File: src/rtl/fetch_sequencer.sv
`default_nettype none
// ============================================================================
// Module   : fetch_sequencer
// Brief    : Program-counter owner and IF stage.
//            - Drives the instruction-memory address.
//            - Captures fetched words into the IF/ID register.
//            - Applies stalls and branch redirects, flushing one wrong-path word.
//            - Halts on request or when fetch runs past the populated memory.
// Revision : 1.0 - initial release
// ============================================================================
module fetch_sequencer #(
  parameter logic [31:0] RESET_PC   = 32'h0000_0000,
  parameter int          IMEM_WORDS = 128
) (
  input  logic        Clk,
  input  logic        Reset,
  input  logic        Run,
  input  logic        HaltReq,
  input  logic        Stall,
  input  logic        BranchTaken,
  input  logic [31:0] BranchTarget,
  output logic [31:0] IMemAddress,
  input  logic [31:0] IMemInstruction,
  output logic [31:0] IFID_Instruction,
  output logic [31:0] IFID_PCPlus4,
  output logic        IFID_Valid,
  output logic        Halted,
  output logic [15:0] FetchCount
);

  localparam logic [1:0] ST_IDLE   = 2'd0;
  localparam logic [1:0] ST_FETCH  = 2'd1;
  localparam logic [1:0] ST_HALTED = 2'd2;

  // The low two bits of the reset PC are dropped so the PC is always word aligned.
  localparam logic [31:0] RESET_PC_ALIGNED = {RESET_PC[31:2], 2'b00};
  // One bit wider than a word index so that IMEM_WORDS = 2^30 still compares sensibly.
  localparam logic [30:0] IMEM_LIMIT       = 31'(IMEM_WORDS);
  localparam logic [31:0] NOP_WORD         = 32'h0000_0000;
  localparam logic [15:0] COUNT_MAX        = 16'hFFFF;

  logic [1:0]  state_q, state_d;
  logic [31:0] pc_q, pc_d;
  logic [31:0] ifid_instr_q, ifid_instr_d;
  logic [31:0] ifid_pc4_q, ifid_pc4_d;
  logic        ifid_valid_q, ifid_valid_d;
  logic [15:0] fetch_count_q, fetch_count_d;

  logic [31:0] pc_plus4;
  logic        pc_out_of_range;
  logic [31:0] branch_pc;

  // Branch target bits [1:0] are discarded by design: a redirect always lands on a word.
  logic        unused_tgt_lsbs;
  assign unused_tgt_lsbs = ^BranchTarget[1:0];

  assign pc_plus4        = pc_q + 32'd4;
  assign pc_out_of_range = ({1'b0, pc_q[31:2]} >= IMEM_LIMIT);
  assign branch_pc       = {BranchTarget[31:2], 2'b00};

  // State register; reset wins over every other input in the same cycle.
  always_ff @(posedge Clk) begin
    if (Reset) begin
      state_q <= ST_IDLE;
    end else begin
      state_q <= state_d;
    end
  end

  // Next-state logic: HALTED is absorbing and only Reset leaves it.
  always_comb begin
    state_d = state_q;
    case (state_q)
      ST_IDLE: begin
        if (Run) begin
          state_d = ST_FETCH;
        end
      end
      ST_FETCH: begin
        if (HaltReq) begin
          state_d = ST_HALTED;
        end else if (BranchTaken || Stall) begin
          state_d = ST_FETCH;
        end else if (pc_out_of_range) begin
          state_d = ST_HALTED;
        end
      end
      ST_HALTED: begin
        state_d = ST_HALTED;
      end
      default: begin
        state_d = ST_IDLE;
      end
    endcase
  end

  // Datapath next values, following the FETCH priority halt > branch > stall > range > fetch.
  always_comb begin
    pc_d          = pc_q;
    ifid_instr_d  = ifid_instr_q;
    ifid_pc4_d    = ifid_pc4_q;
    ifid_valid_d  = ifid_valid_q;
    fetch_count_d = fetch_count_q;
    if (state_q == ST_FETCH) begin
      if (HaltReq) begin
        ifid_instr_d = NOP_WORD;
        ifid_valid_d = 1'b0;
      end else if (BranchTaken) begin
        // Redirect and squash whatever word sat at the old PC.
        pc_d         = branch_pc;
        ifid_instr_d = NOP_WORD;
        ifid_valid_d = 1'b0;
      end else if (Stall) begin
        pc_d = pc_q;
      end else if (pc_out_of_range) begin
        ifid_instr_d = NOP_WORD;
        ifid_valid_d = 1'b0;
      end else begin
        ifid_instr_d = IMemInstruction;
        ifid_pc4_d   = pc_plus4;
        ifid_valid_d = 1'b1;
        pc_d         = pc_plus4;
        if (fetch_count_q != COUNT_MAX) begin
          fetch_count_d = fetch_count_q + 16'd1;
        end
      end
    end
  end

  // Datapath registers: PC, IF/ID pipeline register and delivered-instruction counter.
  always_ff @(posedge Clk) begin
    if (Reset) begin
      pc_q          <= RESET_PC_ALIGNED;
      ifid_instr_q  <= NOP_WORD;
      ifid_pc4_q    <= 32'd0;
      ifid_valid_q  <= 1'b0;
      fetch_count_q <= 16'd0;
    end else begin
      pc_q          <= pc_d;
      ifid_instr_q  <= ifid_instr_d;
      ifid_pc4_q    <= ifid_pc4_d;
      ifid_valid_q  <= ifid_valid_d;
      fetch_count_q <= fetch_count_d;
    end
  end

  // Output decode: memory address follows the PC combinationally.
  always_comb begin
    IMemAddress      = pc_q;
    IFID_Instruction = ifid_instr_q;
    IFID_PCPlus4     = ifid_pc4_q;
    IFID_Valid       = ifid_valid_q;
    FetchCount       = fetch_count_q;
    Halted           = (state_q == ST_HALTED);
  end

endmodule
`default_nettype wire

File: config.mk
export PLATFORM = sky130hd
export DESIGN_NAME = fetch_sequencer
export DESIGN_NICKNAME = d
export VERILOG_FILES = /design/src/rtl/fetch_sequencer.sv
export SDC_FILE = /design/constraint.sdc
export NUM_CORES = 1
export LEC_CHECK = 0
export BUFFER_PORTS_ARGS = -buffer_cell sky130_fd_sc_hd__buf_2
export CORE_MARGIN = 8
export CORE_UTILIZATION = 32
export CTS_CLUSTER_SIZE = 12
export DETAILED_ROUTE_END_ITERATION = 10
export GPL_ROUTABILITY_DRIVEN = 1
export SKIP_LAST_GASP = 1
export SLEW_MARGIN = 30
export SYNTH_ARGS = -nofsm -noshare
export SYNTH_HDL_FRONTEND = slang
export SYNTH_SLANG_ARGS = --single-unit
File: constraint.sdc
create_clock -name Clk -period 2.1 [get_ports Clk]
set_input_delay 0 -clock Clk [delete_from_list [all_inputs] [get_ports Clk]]
set_output_delay 0 -clock Clk [all_outputs]
set_load 0.05 [all_outputs]
==> flow_summary.ini, run 1 <==
[clock_tree]
clock_sink_count = 111
tritoncts.num_buffers = 9
cts_max_level = 3
clk_transition_reported_paths_ns = 0.07
clk_latency_worst_skew_pair_ns = 0.35
cts.root.buffer_cell = clkbuf_16
tritoncts = built
cts-root-to-sink-buffers = 2

[drt]
detail_route.wirelength_um = 14800
wl_per_cell_um = 15.5
antenna_left = 0
detail_route.drc_violations = 0
drt-pass1-iter-count = 5
vias_per_cell = 4.93
dr.first_iter.drc_count = 235
detailroute.via_count = 4722

[synth]
post_synth.cell_area_avg_sq_um = 8.60
yosysUniqueCellTypes = 43
ys_ff_latch = 111
ys_warn_count = 0
synthCells = 519
synth-seq-area-share = 0.498
netlist_area_pre_place_sq_um = 4460

[power_and_ir_drop]
static_leakage_uw = 0.00299
design_power_total_uw = 4520
total_power_divided_by_cell_area_nw_per_um2 = 653
irDropWorstVdd_v = 0.000351

[hold_path]
worst_hold_startpoint = BranchTarget[6]
holdPathEnd = IMemAddress[6]
whs_path_depth = 5
min_path_type = in2reg

[setup_path]
timing.critical_path.from_type = flop
worstPathRequired_ns = 2.38
reg2reg_to = FetchCount[15]
critPathCaptureType = flop
crit-reg2reg-launch = IMemAddress[21]
worst_path_max_delay_cell = or4_1
crit_type = reg2reg
r2r_setup_slack_ns = 0.02
critical_path_arrival_ns = 2.37
critical-path-max-stage-delay_ns = 0.53
path_cells = nor4_4 > nand3_1 > or3_4 > or4_1 > a21oi_2
timing.critical_path.fanout_max = 6
reg2reg_depth = 5

[sta]
final-setup-viol-count = 0
worst_slack_ns = 0.0162
min_period_over_period = 0.992
final_hold_viol_count = 0
timing_worst_slew_pin_value_ns = 0.573
fin_worst_skew_ns = 0.00611
layout_min_cycle_time_ns = 2.08
fmaxAchievable_ghz = 0.480
slew_violations = 0
max_slew_headroom_at_the_worst_pin = 0.618
unrepaired_setup_endpoints_after_global_routing = yes

[layout]
flow.area_growth_from_synthesis_pct = 55.1
layout_net_count = 843
post_route_cells_drive_above_1_share = 0.403
final_core_utilization = 0.503

[die]
design.core.area_sq_um = 13800
initial_core_util = 0.324
die_area_sq_um = 18000
ios = 184
die_w_um = 134
num_rows = 43
die_h_um = 134

[placed_design]
place.gp.congestion = 0.782
place.port_buffers = 177
place_worst_setup_slack_ns = -0.136
hpwlAfterDp_um = 10400

[global_routing]
grt_max_degree = 37
grt_first_pass_wirelength_um = 23500
number_of_antenna_violations_at_the_first_check_in_global_routing = 3
gr-usage-all-layers = 0.159
via_count_of_the_first_global_routing_pass = 4761
overflow = 0

[status]
outcome = complete, no violations

[run]
maxCapViolations = 0
[layer usage]
metal  part of all wire  global-route usage  wire length [um]
met3              0.067              0.0400               989
met2               0.46               0.261              6880
met1               0.44               0.190              6520
met4              0.029              0.0767               429
met5            0.00081                   0                12
[what timing repair did]
item,in CTS,in global routing
hold buffers,54,0
endpoints found under the setup margin,16,33
resized for setup,8,30
hold endpoints to repair,54,0
cloned,0,2
setup buffers,0,4
pin swaps,2,23
[sequential cells by signal (all words and copies together), names as in the netlist]
signal            count
IFID_Instruction     32
IFID_PCPlus4         30
IMemAddress          30
FetchCount           16
state_q               2
IFID_Valid            1
[through the flow]
stage	TNS (ns)	hold WS (ns)	std cells	cell area, sq um
final	0	0.0128	957	6930
after global routing	-0.295	0.0283	957	6930
after CTS	-0.00772	0.00291	950	6750
after detailed placement	-1.23	0.243	880	5890
after global placement	-0.571	0.236	880	5890
after floorplan	0	0.148	522	4610
[synthesized netlist by cell type (all sizes together)]
master,instances,share of area
inv,5,0.0042
o21ai,16,0.018
or3,6,0.0084
or4b,1,0.0022
clkbuf,32,0.027
nor3,5,0.0056
ha,3,0.0084
nand2b,3,0.0042
o311ai,1,0.0020
a22oi,40,0.067
mux2i,1,0.0022
nor4,9,0.014
nor2b,4,0.0056
nand2,51,0.043
o31ai,15,0.025
or2,1,0.0014
o41ai,3,0.0059
nand4b,1,0.0020
xnor2,3,0.0059
mux2,3,0.0076
dfxtp,111,0.50
nand3b,2,0.0034
and4,1,0.0020
and3,3,0.0042
a311oi,1,0.0020
or4,9,0.015
a31oi,2,0.0028
a22o,2,0.0039
nand4,7,0.0098
conb,1,0.00084
a211oi,7,0.012
o21a,2,0.0034
nand3,24,0.027
buf,12,0.018
a21oi,37,0.041
xor2,2,0.0039
nor2,67,0.056
nor3b,2,0.0034
and2,24,0.034
[how the worst max path moves through the flow]
stage,from,to,depth (start not counted)
final,IMemAddress[21],FetchCount[15],5
after CTS,IMemAddress[16],FetchCount[3],6
after detailed placement,IMemAddress[16],FetchCount[3],6
after floorplan,IMemAddress[25],FetchCount[2],7
after global routing,IMemAddress[21],FetchCount[8],5
after global placement,IMemAddress[16],FetchCount[8],6
[worst max-delay path, delay by kind of cell, from the launching register on]
family	cells	cell delay [ns]
AOI/OAI and AO/OA	1	0.12
DFF	1	0.35
and+or+nand+nor	4	1.54
[cell families (layout without fill, tap and decap cells)]
| group | after synthesis | after routing | share of synthesized area |
|---|---|---|---|
| simple gates | 220 | 222 | 0.241 |
| compound gates | 126 | 126 | 0.184 |
| flops | 111 | 111 | 0.498 |
| buf+inv | 49 | 300 | 0.0488 |
| xor+xnor | 5 | 5 | 0.00981 |
| mux | 4 | 4 | 0.00981 |
| fa+ha+maj | 3 | 3 | 0.00841 |
| other cells | 1 | 6 | 0.000840 |
[cell type report]
cell class	instances	area (sq um)
fill	1300	6850
sequential	111	2300
multi-input combinational	364	2290
timing repair buffer	279	1810
clock buffer	9	225
tap	180	225
clock inverter	7	53.8
inverter	5	18.8
antenna	2	5.00
[where the power goes]
| group | internal, uW | switching [uW] | total [uW] |
|---|---|---|---|
| combinational | 287 | 424 | 711 |
| clock | 820 | 821 | 1640 |
| sequential | 2140 | 34.5 | 2170 |
[layout by cell type (no fill, tap or decap), drive strengths merged, types with 4 or more instances in the layout]
| cell | netlist | routed |
|---|---|---|
| dfxtp | 111 | 111 |
| o21ai | 16 | 16 |
| o31ai | 15 | 15 |
| and2 | 24 | 24 |
| a211oi | 7 | 7 |
| inv | 5 | 10 |
| a22oi | 40 | 40 |
| clkbuf | 32 | 9 |
| dlygate4sd3 | 0 | 54 |
| nand4 | 7 | 7 |
| nor4 | 9 | 9 |
| nand3 | 24 | 24 |
| conb | 1 | 4 |
| nor2 | 67 | 67 |
| or4 | 9 | 9 |
| nor2b | 4 | 4 |
| buf | 12 | 225 |
| a21oi | 37 | 37 |
| nand2 | 51 | 51 |
| nor3 | 5 | 5 |
| or3 | 6 | 8 |
(Power assumes the default switching activity.)
==> inputs of run 2 (changes only) <==
Settings changed: CORE_UTILIZATION 32 to 48, PLACE_DENSITY set to 0.8.
Clock period 2.1 ns to 2.3 ns, I/O delays scaled along.
==> run 2 against run 1 <==
  * Worst hold slack better by 0.012 ns
  * Largest power group unchanged
  * Final cell count down 8.7%
  * Global-route usage up 5.6 points
  * Critical endpoint is now FetchCount[10]
  * First-iteration DRC count up 16%
  * Critical path type unchanged
  * Worst setup slack better by 0.097 ns
  * Clock skew up 0.0059 ns
==> flow_summary.ini, run 2 (synthesis gave the netlist of run 1 again) <==
[status]
outcome = complete, no violations

[sta]
unrepaired_setup_endpoints_after_global_routing = no
timing_worst_slew_pin_value_ns = 0.654
final_hold_viol_count = 0
slew_violations = 0
final-setup-viol-count = 0
fmaxAchievable_ghz = 0.457
final.hold.worst_slack_ns = 0.0251
worst_slack_ns = 0.113
fin_worst_skew_ns = 0.0120
max_slew_headroom_at_the_worst_pin = 0.564
min_period_over_period = 0.951
layout_min_cycle_time_ns = 2.19

[die]
die_area_sq_um = 12600
ios = 184
initial_core_util = 0.488
design.core.area_sq_um = 9150
die_w_um = 112
die_h_um = 112
num_rows = 35

[global_routing]
grt_first_pass_wirelength_um = 22700
via_count_of_the_first_global_routing_pass = 4657
overflow = 0
number_of_antenna_violations_at_the_first_check_in_global_routing = 0
gr-usage-all-layers = 0.214
grt_max_degree = 47

[clock_tree]
clk_transition_reported_paths_ns = 0.12
cts_max_level = 3
clk_latency_worst_skew_pair_ns = 0.37
tritoncts.num_buffers = 9
cts.root.buffer_cell = clkbuf_8
cts-root-to-sink-buffers = 2
tritoncts = built
clock_sink_count = 111

[power_and_ir_drop]
total_power_divided_by_cell_area_nw_per_um2 = 587
power.share.clock = 0.314
share_of_total_power_in_combinational_logic = 0.158
irDropWorstVdd_v = 0.000425
netSwitchingPower_uw = 1140
static_leakage_uw = 0.00282
fraction_of_power_spent_switching_nets = 0.302
sequential_cell_fraction_of_total_power = 0.527
p_int_uw = 2630

[setup_path]
critical_path_arrival_ns = 2.48
timing.critical_path.from_type = flop
critPathCaptureType = flop
worstPathRequired_ns = 2.59
crit_type = reg2reg
timing.critical_path.fanout_max = 25

[layout]
antenna_cells = 0
most_common_cell_after_layout_fill_and_taps_aside = buf_2
mostFrequentLayoutCells = buf_2, dfxtp_1, nor2_1
largest_reg_flops = 32
post_route_cells_drive_above_1_share = 0.326
layout_net_count = 831
flow.area_growth_from_synthesis_pct = 44.0

[drt]
dr.first_iter.drc_count = 273
wl_per_cell_um = 16.1
vias_per_cell = 5.46
detail_route.drc_violations = 0
drt-pass1-iter-count = 5
detail_route.wirelength_um = 14000
detailroute.via_count = 4769
antenna_left = 0

[placed_design]
place.gp.congestion = 0.811
hpwlAfterDp_um = 9710
place_worst_setup_slack_ns = -0.00467
place.port_buffers = 177

[run]
maxCapViolations = 0

[hold_path]
min_path_type = in2reg
## run 2: changes by cell type in the layout (fill, tap and decap cells not counted), moves of 5 or more
cell	delta
a21oi_1	+5
a21oi_2	-5
buf_4	-11
clkbuf_16	-9
clkbuf_8	+9
dfxtp_1	+28
dfxtp_2	-15
dfxtp_4	-13
nor4_4	-6
## run 2: repair_timing
| action | CTS | global route |
|---|---|---|
| hold buffers | 58 | 0 |
| endpoints found under the setup margin | 1 | 7 |
| buffers inserted | 0 | 0 |
| gates resized for setup | 2 | 3 |
| endpoints found under the hold margin | 58 | 0 |
## run 2: final timing paths
kind | from | to | slack [ns] | cells past startpoint
setup reg to reg | IMemAddress[21] | FetchCount[10] | 0.11 | 7
setup / recovery | IMemAddress[21] | FetchCount[10] | 0.11 | 7
hold / removal | BranchTarget[8] | IMemAddress[8] | 0.03 | 5
hold reg to reg | IFID_PCPlus4[3] | IFID_PCPlus4[3] | 0.46 | 2
## run 2: metrics by stage
step	std cells	instance area (sq um)	TNS, ns	utilization	power, uW
after global placement	800	5610	0	0.612	2530
final	874	6430	0	0.702	3770
after floorplan	522	4490	-0.0546	-	2360
after CTS	874	6410	0	0.700	3800
after global routing	874	6430	0	0.702	3920
after detailed placement	800	5610	-0.00467	0.612	2540
## run 2: critical path, stage by stage, from the launching register on
cell and delay, ns:
dfxtp_1 0.35, nor4_2 0.30, buf_4 0.16, nand3_1 0.08, or3_1 0.38, buf_12 0.18
or4_1 0.51, a21oi_1 0.15
## run 2: power groups by stage
stage | logic [uW] | clock network [uW] | registers [uW]
6_report | 598 | 1190 | 1990
5_1_grt | 643 | 1280 | 1990
4_1_cts | 590 | 1220 | 1990
3_5_place_dp | 511 | 0 | 2030
3_3_place_gp | 500 | 0 | 2030
2_1_floorplan | 214 | 0 | 2140
## run 2: layout make-up
| type | instances | area, sq um |
|---|---|---|
| inverters | 5 | 18.8 |
| fillers | 706 | 2730 |
| repair buffers | 269 | 1730 |
| clock buffers | 9 | 124 |
| flip-flops and latches | 111 | 2230 |
| clock inverters | 7 | 86.3 |
| multi-input cells | 362 | 2090 |
| well taps | 111 | 139 |
## run 2: per-layer routing
metal / GRT usage / share of wire / up-vias
met1: 0.239 / 0.40 / 2213
li1: - / - / 2315
met4: 0.0890 / 0.026 / 0
met2: 0.381 / 0.50 / 207
met3: 0.0531 / 0.070 / 34
met5: 0 / 0 / -
